**src/rtl/usb_rx_byte_decoder_pkg.sv**
```systemverilog
// Shared types and constants for the USB receive byte decoder.
// Optional stuff-violation reporting is enabled with macro USB_RX_STUFF_ERR_EN.
package usb_rx_pkg;

  typedef enum logic [2:0] {
    IDLE       = 3'd0,
    RECEIVE    = 3'd1,
    EOP_SE0    = 3'd2,
    EOP_WAIT_J = 3'd3,
    STUFF_ERR  = 3'd4
  } rx_state_e;

  // Line states are encoded as {D+, D-}
  localparam logic [1:0] LINE_J   = 2'b10;
  localparam logic [1:0] LINE_K   = 2'b01;
  localparam logic [1:0] LINE_SE0 = 2'b00;

  localparam logic [7:0] SYNC_BYTE = 8'h80;

  localparam int DEF_STUFF_LIMIT  = 6;
  localparam int DEF_EOP_SE0_BITS = 2;

  // SE1 is not a legal bus state and is folded onto J
  function automatic logic [1:0] line_state(input logic dp, input logic dm);
    logic [1:0] ls;
    case ({dp, dm})
      2'b00:   ls = LINE_SE0;
      2'b01:   ls = LINE_K;
      2'b10:   ls = LINE_J;
      default: ls = LINE_J;
    endcase
    return ls;
  endfunction

endpackage

```
**src/rtl/usb_rx_byte_decoder_if.sv**
```systemverilog
// Line-side inputs and buffer-side outputs of the USB receive byte decoder.
interface usb_rx_byte_decoder_if;
  logic       d_plus_sync;
  logic       d_minus_sync;
  logic       shift_enable;
  logic       clear;
  logic [7:0] Packet_Data;
  logic       byte_complete;
  logic       eop;
  logic       rx_active;
  logic       stuff_error;

  modport master (
    output d_plus_sync, d_minus_sync, shift_enable, clear,
    input  Packet_Data, byte_complete, eop, rx_active, stuff_error
  );

  modport slave (
    input  d_plus_sync, d_minus_sync, shift_enable, clear,
    output Packet_Data, byte_complete, eop, rx_active, stuff_error
  );
endinterface

```
**src/rtl/usb_rx_byte_decoder_nrzi_decode.sv**
```systemverilog
// NRZI decoder: tracks the previous line level and classifies each bit-centre sample.
module usb_rx_nrzi_decode
  import usb_rx_pkg::*;
(
  input  logic       clk,
  input  logic       n_rst,
  input  logic       clear,
  input  logic       d_plus_sync,
  input  logic       d_minus_sync,
  input  logic       shift_enable,
  output logic       sample_valid,
  output logic [1:0] line,
  output logic       bit_out
);
  logic prev_level_q;
  logic prev_level_d;

  assign line         = line_state(d_plus_sync, d_minus_sync);
  assign sample_valid = shift_enable & ~clear;
  assign bit_out      = (d_plus_sync == prev_level_q);

  // Level tracking skips SE0 so the first post-EOP bit decodes against J
  always_comb begin
    prev_level_d = prev_level_q;
    if (clear) begin
      prev_level_d = 1'b1;
    end else if (shift_enable && (line != LINE_SE0)) begin
      prev_level_d = d_plus_sync;
    end else begin
      prev_level_d = prev_level_q;
    end
  end

  always_ff @(posedge clk or negedge n_rst) begin
    if (!n_rst) begin
      prev_level_q <= 1'b1;
    end else begin
      prev_level_q <= prev_level_d;
    end
  end
endmodule

```
**src/rtl/usb_rx_byte_decoder.sv**
```systemverilog
// USB receive byte decoder: NRZI decode, bit unstuffing, LSB-first framing and EOP detection.
// Define USB_RX_STUFF_ERR_EN to report stuff violations and framing errors on stuff_error.
module usb_rx_byte_decoder
  import usb_rx_pkg::*;
#(
  parameter int STUFF_LIMIT  = DEF_STUFF_LIMIT,
  parameter int EOP_SE0_BITS = DEF_EOP_SE0_BITS
) (
  input logic                  clk,
  input logic                  n_rst,
  usb_rx_byte_decoder_if.slave bus
);
  localparam int OW = $clog2(STUFF_LIMIT + 1);
  localparam int SW = (EOP_SE0_BITS > 1) ? $clog2(EOP_SE0_BITS) : 1;
  localparam logic [OW-1:0] ONES_MAX     = OW'(STUFF_LIMIT);
  localparam logic [OW-1:0] ONES_ONE     = OW'(1);
  localparam logic [SW-1:0] SE0_LAST     = SW'(EOP_SE0_BITS - 1);
  localparam logic [SW-1:0] SE0_ONE      = SW'(1);
  localparam logic          EOP_ON_FIRST = (EOP_SE0_BITS <= 1);

  logic       sample_s;
  logic [1:0] line_s;
  logic       bit_s;
  logic       take_bit_s;

  rx_state_e     state_q, state_d;
  logic [7:0]    shift_q, shift_d;
  logic [7:0]    data_q, data_d;
  logic [2:0]    bit_cnt_q, bit_cnt_d;
  logic [OW-1:0] ones_q, ones_d;
  logic [SW-1:0] se0_cnt_q, se0_cnt_d;
  logic          byte_complete_q, byte_complete_d;
  logic          eop_q, eop_d;
  logic          rx_active_q, rx_active_d;
  logic          stuff_error_q, stuff_error_d;

  usb_rx_nrzi_decode u_nrzi (
    .clk          (clk),
    .n_rst        (n_rst),
    .clear        (bus.clear),
    .d_plus_sync  (bus.d_plus_sync),
    .d_minus_sync (bus.d_minus_sync),
    .shift_enable (bus.shift_enable),
    .sample_valid (sample_s),
    .line         (line_s),
    .bit_out      (bit_s)
  );

  // Next-state logic: frame control first, then the shared data-bit path
  always_comb begin
    state_d         = state_q;
    shift_d         = shift_q;
    data_d          = data_q;
    bit_cnt_d       = bit_cnt_q;
    ones_d          = ones_q;
    se0_cnt_d       = se0_cnt_q;
    rx_active_d     = rx_active_q;
    byte_complete_d = 1'b0;
    eop_d           = 1'b0;
    stuff_error_d   = 1'b0;
    take_bit_s      = 1'b0;

    if (bus.clear) begin
      state_d     = IDLE;
      bit_cnt_d   = 3'd0;
      ones_d      = '0;
      se0_cnt_d   = '0;
      rx_active_d = 1'b0;
    end else if (sample_s) begin
      case (state_q)
        IDLE: begin
          if (line_s == LINE_K) begin
            state_d     = RECEIVE;
            rx_active_d = 1'b1;
            take_bit_s  = 1'b1;
          end else begin
            state_d = IDLE;
          end
        end
        RECEIVE: begin
          if (line_s == LINE_SE0) begin
            bit_cnt_d = 3'd0;
            se0_cnt_d = SE0_ONE;
            if (EOP_ON_FIRST) begin
              eop_d   = 1'b1;
              state_d = EOP_WAIT_J;
            end else begin
              state_d = EOP_SE0;
            end
          end else if ((ones_q == ONES_MAX) && !bit_s) begin
            ones_d = '0;
          end else if (ones_q == ONES_MAX) begin
`ifdef USB_RX_STUFF_ERR_EN
            stuff_error_d = 1'b1;
            state_d       = STUFF_ERR;
`else
            take_bit_s    = 1'b1;
`endif
          end else begin
            take_bit_s = 1'b1;
          end
        end
        EOP_SE0: begin
          if (line_s != LINE_SE0) begin
`ifdef USB_RX_STUFF_ERR_EN
            stuff_error_d = 1'b1;
            state_d       = STUFF_ERR;
`else
            state_d       = EOP_WAIT_J;
`endif
          end else if (se0_cnt_q >= SE0_LAST) begin
            eop_d   = 1'b1;
            state_d = EOP_WAIT_J;
          end else begin
            se0_cnt_d = se0_cnt_q + SE0_ONE;
          end
        end
        EOP_WAIT_J: begin
          if (line_s == LINE_J) begin
            state_d     = IDLE;
            rx_active_d = 1'b0;
            ones_d      = '0;
            bit_cnt_d   = 3'd0;
          end else begin
            state_d = EOP_WAIT_J;
          end
        end
        STUFF_ERR: begin
          // Data is ignored; only an SE0 can terminate the packet
          if (line_s == LINE_SE0) begin
            bit_cnt_d = 3'd0;
            se0_cnt_d = SE0_ONE;
            if (EOP_ON_FIRST) begin
              eop_d   = 1'b1;
              state_d = EOP_WAIT_J;
            end else begin
              state_d = EOP_SE0;
            end
          end else begin
            state_d = STUFF_ERR;
          end
        end
        default: begin
          state_d     = IDLE;
          bit_cnt_d   = 3'd0;
          ones_d      = '0;
          rx_active_d = 1'b0;
        end
      endcase
    end else begin
      state_d = state_q;
    end

    if (take_bit_s) begin
      shift_d   = {bit_s, shift_q[7:1]};
      bit_cnt_d = bit_cnt_q + 3'd1;
      if (!bit_s) begin
        ones_d = '0;
      end else if (ones_q == ONES_MAX) begin
        ones_d = ones_q;
      end else begin
        ones_d = ones_q + ONES_ONE;
      end
      if (bit_cnt_q == 3'd7) begin
        data_d          = {bit_s, shift_q[7:1]};
        byte_complete_d = 1'b1;
      end else begin
        data_d = data_q;
      end
    end else begin
      shift_d = shift_q;
    end
  end

  // State and registered outputs
  always_ff @(posedge clk or negedge n_rst) begin
    if (!n_rst) begin
      state_q         <= IDLE;
      shift_q         <= SYNC_BYTE;
      data_q          <= 8'h00;
      bit_cnt_q       <= 3'd0;
      ones_q          <= '0;
      se0_cnt_q       <= '0;
      byte_complete_q <= 1'b0;
      eop_q           <= 1'b0;
      rx_active_q     <= 1'b0;
      stuff_error_q   <= 1'b0;
    end else begin
      state_q         <= state_d;
      shift_q         <= shift_d;
      data_q          <= data_d;
      bit_cnt_q       <= bit_cnt_d;
      ones_q          <= ones_d;
      se0_cnt_q       <= se0_cnt_d;
      byte_complete_q <= byte_complete_d;
      eop_q           <= eop_d;
      rx_active_q     <= rx_active_d;
      stuff_error_q   <= stuff_error_d;
    end
  end

  assign bus.Packet_Data   = data_q;
  assign bus.byte_complete = byte_complete_q;
  assign bus.eop           = eop_q;
  assign bus.rx_active     = rx_active_q;
  assign bus.stuff_error   = stuff_error_q;
endmodule

```
**src/flat_wrapper.sv**
```systemverilog
// flat-port wrapper written by rule: the top's interface ports become plain ports
module usb_rx_byte_decoder_flat import usb_rx_pkg::*;
#(
  parameter int STUFF_LIMIT  = DEF_STUFF_LIMIT,
  parameter int EOP_SE0_BITS = DEF_EOP_SE0_BITS
)
  (clk, n_rst, bus_d_plus_sync, bus_d_minus_sync, bus_shift_enable, bus_clear, bus_Packet_Data, bus_byte_complete, bus_eop, bus_rx_active, bus_stuff_error);
  usb_rx_byte_decoder_if bus_i ();
  input logic clk;
  input logic n_rst;
  input wire logic [$bits(bus_i.d_plus_sync)-1:0] bus_d_plus_sync;
  input wire logic [$bits(bus_i.d_minus_sync)-1:0] bus_d_minus_sync;
  input wire logic [$bits(bus_i.shift_enable)-1:0] bus_shift_enable;
  input wire logic [$bits(bus_i.clear)-1:0] bus_clear;
  output wire logic [$bits(bus_i.Packet_Data)-1:0] bus_Packet_Data;
  output wire logic [$bits(bus_i.byte_complete)-1:0] bus_byte_complete;
  output wire logic [$bits(bus_i.eop)-1:0] bus_eop;
  output wire logic [$bits(bus_i.rx_active)-1:0] bus_rx_active;
  output wire logic [$bits(bus_i.stuff_error)-1:0] bus_stuff_error;
  assign bus_i.d_plus_sync = bus_d_plus_sync;
  assign bus_i.d_minus_sync = bus_d_minus_sync;
  assign bus_i.shift_enable = bus_shift_enable;
  assign bus_i.clear = bus_clear;
  assign bus_Packet_Data = bus_i.Packet_Data;
  assign bus_byte_complete = bus_i.byte_complete;
  assign bus_eop = bus_i.eop;
  assign bus_rx_active = bus_i.rx_active;
  assign bus_stuff_error = bus_i.stuff_error;
  usb_rx_byte_decoder #(.STUFF_LIMIT(STUFF_LIMIT), .EOP_SE0_BITS(EOP_SE0_BITS)) u_core (.clk(clk), .n_rst(n_rst), .bus(bus_i));
endmodule
```
**config.mk**
```make
export PLATFORM = sky130hd
export DESIGN_NAME = usb_rx_byte_decoder_flat
export DESIGN_NICKNAME = d
export VERILOG_FILES = /design/src/rtl/usb_rx_byte_decoder_pkg.sv /design/src/rtl/usb_rx_byte_decoder_if.sv /design/src/rtl/usb_rx_byte_decoder_nrzi_decode.sv /design/src/rtl/usb_rx_byte_decoder.sv /design/src/flat_wrapper.sv
export SDC_FILE = /design/constraint.sdc
export NUM_CORES = 1
export LEC_CHECK = 0
export CORE_UTILIZATION = 50
export CTS_CLUSTER_SIZE = 30
export DETAILED_ROUTE_END_ITERATION = 16
export PLACE_DENSITY = 0.83
export SLEW_MARGIN = 20
export SYNTH_ARGS = -nofsm -noshare
export SYNTH_HDL_FRONTEND = slang
export SYNTH_SLANG_ARGS = --single-unit
```
**constraint.sdc**
```tcl
create_clock -name clk -period 2.6 [get_ports clk]
set_clock_uncertainty 0.15 [all_clocks]
set_input_delay 0.52 -clock clk [delete_from_list [all_inputs] [get_ports clk]]
set_output_delay 0.52 -clock clk [all_outputs]
set_load 0.02 [all_outputs]
```
==> results summary <==
For the final routed database, the setup TNS stands at 0 ns. The clock net in this run drives a total of 29 sinks. The count of final setup violators is 0.

Tracing the worst setup path back leads to its startpoint at bus_d_plus_sync. The clock network accounts for between 30 and 40% of the total power. The final routed wirelength across all metal layers is 2810 um. The worst-case setup slack after placement came out at -0.0394 ns. During synthesis, Yosys emitted a total of 0 warnings. For this design the ratio of total power to cell area is 726 nW/um^2. The count of nets after finishing came out at 178.

By instance count, the leading cell after synthesis is dfrtp_1. Once the floorplan was initialized, standard cells occupied 52.9% of the core. The post-cts hold buffer count is 0. The signed area change from the synthesized netlist to the final layout is 21.5%. The die height came out at 56.0 um.

The maximum number of pins on one net before global-route repair is 30. The share of total power dissipated in sequential elements is ~47%. The leading area contributor after synthesis is dfrtp_1. The maximum fanout along the worst path came out at 6.

By count the netlist is led by 27 x dfrtp_1, 25 x nand2_1, 14 x nor2_1. The critical path endpoint category is a flip-flop. The number of buffers created by CTS came out at 5. The required arrival time at the worst endpoint came out at 2.67 ns. TritonCTS built the clock tree.

For this run, the leading register cell type out of synthesis is dfrtp_1. The post-route worst setup slack is 0.304 ns. The post-detailed-placement cell area came out at 1690 um^2. The level count of the clock H-tree came out at 2. After detailed routing, the number of vias per cell comes to approximately 5.7. The boundary pin count came out at 18.

Subtracting the final worst setup slack from the clock period gives between 2 and 2.5 ns. In this run the biggest area consumer among cell types represents a little under half of the synthesized area. The initial antenna violation count came to 0. The placer congestion estimate is 0.880.

No sink is reached through more buffers than the 2 on the longest clock path. The total nets after synthesis is 154. The run finished with clean final reports. The initial detailed-routing violation count is 26. Setup repair after global routing left no endpoint under its margin.

The worst register-to-register path begins at u_core.state_q[2]. The max-slew violation count came out at 0. The post-detailed-route wirelength per cell is 14.0 um. The HPWL after detailed placement came out at 1990 um. The die covers ~3100 um^2. The total internal power is ~0.89 mW. The number of detailed-routing iterations run before antenna repair came out at 4. Of the total power, combinational logic draws 23.2%. The number of fill cells in the layout is 223. The maximum clock frequency is 436 MHz.

Among all stages on the critical path, the largest delay is contributed by clkdlybuf4s50_1. The detail route stage leaves a number of antenna-violating nets equal to 0. In this run the clock root is driven by a clkbuf_4. The clock-pin slew reported for the worst setup and hold paths after clock tree synthesis is about 0.090 ns. The antenna diode instance count came out at 0. The aggregate global-route resource usage is 20.3%. The worst-case hold slack came out at 0.320 ns. Counting every instance in the synthesized netlist gives 144. The final instance area is 1770 um^2. The distinct cell type count after synthesis came out at 43.

Across the VDD grid, the largest voltage drop is 0.480 mV. Once the clock tree was built, the setup fixing pass inserted 0 buffers. The kind of start point of the critical path is a primary input.

The total of max-cap violations came out at 0. The fraction of the cycle the final worst path needs is 88.3%. The share of flip-flops with an asynchronous set or reset after synthesis came out at 100%.

Data arrives at the worst endpoint at around 2.4 ns. The count of endpoints failing hold in the final timing report came out at 0. The worst setup path is of the in2reg kind. The mean instance size in the synthesized netlist is a little over 10 um^2. The worst min-delay path class is reg2reg. The static power due to leakage came out at 0.878 nW. The total overflow left after global routing is 0.

The placeable core region came out at 2760 um^2. After detailed placement, the design holds a cell count of around 190. The flop and latch count out of synthesis came out at 29. The DRC violation count after routing is 0. The first-pass GRT wire length came out at 4820 um.

Walking the worst path, the cells encountered are clkdlybuf4s50_1 -> or2_1 -> or4_1 -> a31o_1 -> mux2_4. The standard-cell row count is 19. The total number of vias is approximately 1.1k. The x dimension of the die is 56.0 um.

Gates resized during post-CTS repair numbered 0. The combined area of all synthesized cells came out at 1460 um^2. The number of global-route vias before repair is 1107.

The net switching power of the design is 0.397 mW. The total of buffers placed on input and output ports came out at 16. Of the total power, the share spent switching nets is 30.8%.

The insertion delay of the later-clocked pin in the worst-skew pair came out at 0.33 ns. The delay contributed by the slowest stage of the critical path came out at 0.50 ns. By area the synthesized netlist is led by dfrtp_1 46%, mux2_1 6.9%, nand2_1 6.4%. The sequential cell area fraction in the yosys report came out at between 40% and 50%. The post-layout instance count excluding filler cells came out at 200. The number of enable flip-flop cells after synthesis came out at 0. The worst hold path startpoint is u_core.shift_q[7]. The proportion of layout cells with a drive suffix above 1 is 14.2%.
## stage by stage
stage | power (mW) | util (%)
after detailed placement | 0.903 | 61.2
after global placement | 0.887 | 61.2
after CTS | 1.30 | 64.3
after floorplan | 0.818 | -
after global routing | 1.36 | 64.3
final | 1.29 | 64.3
## worst max-delay path: cells and delay by family
| family | cells | cell delay (ns) |
|---|---|---|
| AND/OR/NAND/NOR | 2 | 0.79 |
| buffers and inverters | 1 | 0.50 |
| multiplexers | 1 | 0.30 |
| AO/OA/AOI/OAI | 1 | 0.26 |
## state kept, by name (all words and copies together), names as in the netlist, 3 cells and up
register and count:
u_core.shift_q 7, u_core.bus.Packet_Data 8, u_core.bit_cnt_q 3, u_core.ones_q 3, u_core.state_q 3
## worst paths after layout
kind / endpoint / slack (ns) / depth (start not counted)
setup / recovery: u_core.state_q[1] / 0.30 / 5
max in group asynchronous: u_core.shift_q[7] / 1.57 / 2
min in group asynchronous: u_core.bus.Packet_Data[1] / 0.41 / 2
hold reg to reg: u_core.shift_q[7] / 0.32 / 2
hold / removal: u_core.shift_q[7] / 0.32 / 2
setup reg to reg: u_core.ones_q[1] / 0.43 / 5
## routing by layer
metal	GRT usage, %	vias up	wire, um
li1	-	545	-
met5	0	-	0
met2	34.2	36	1380
met1	23.2	558	1220
met4	9.76	0	70
met3	6.51	7	144
## power by group through the flow
| stage | Sequential, mW | Combinational [mW] | Clock [mW] |
|---|---|---|---|
| 6_report | 0.601 | 0.298 | 0.388 |
| 5_1_grt | 0.609 | 0.333 | 0.417 |
| 4_1_cts | 0.600 | 0.297 | 0.399 |
| 3_5_place_dp | 0.609 | 0.294 | 0 |
| 3_3_place_gp | 0.604 | 0.284 | 0 |
| 2_1_floorplan | 0.565 | 0.253 | 0 |
## cells in the final DEF (no fill, tap or decap), types with 2 or more instances in the layout
master           synthesis  routed
clkdlybuf4s50_1          0      16
dfrtp_1                 27      27
a22o_1                   3       3
a21o_1                   2       2
dfstp_2                  2       2
nor3b_1                  3       3
and3_1                   2       2
a21oi_1                  8       8
clkbuf_4                 0       5
inv_1                    2       2
ha_1                     4       4
xnor2_1                  3       3
buf_4                    2      10
nand2_1                 25      25
a211o_1                  2       2
nor2_1                  14      14
a211oi_1                 2       2
o21ai_1                  3       3
mux2_1                   9       9
mux2_2                   2       2
## final cells by class
| cell class | count | area (um^2) | share of cell area (%) |
|---|---|---|---|
| repair buffers | 26 | 235 | 13.3 |
| clock inverters | 1 | 30.0 | 1.69 |
| flip-flops and latches | 29 | 728 | 41.1 |
| multi-input cells | 104 | 678 | 38.2 |
| well taps | 31 | 38.8 | 2.19 |
| clock buffers | 7 | 55.1 | 3.11 |
| inverters | 2 | 7.51 | 0.423 |
## logic make-up (layout without fill, tap and decap cells)
family	Yosys count	after routing	share of synthesized area (%)
mux	12	12	9.52
other cells	1	1	0.257
compound gates	28	28	13.2
xor+xnor	3	3	1.80
buf+inv	11	36	3.60
fa+ha+maj	4	4	3.43
flops	29	29	49.9
simple gates	56	56	18.3
Power figures use the tool's default switching activity.
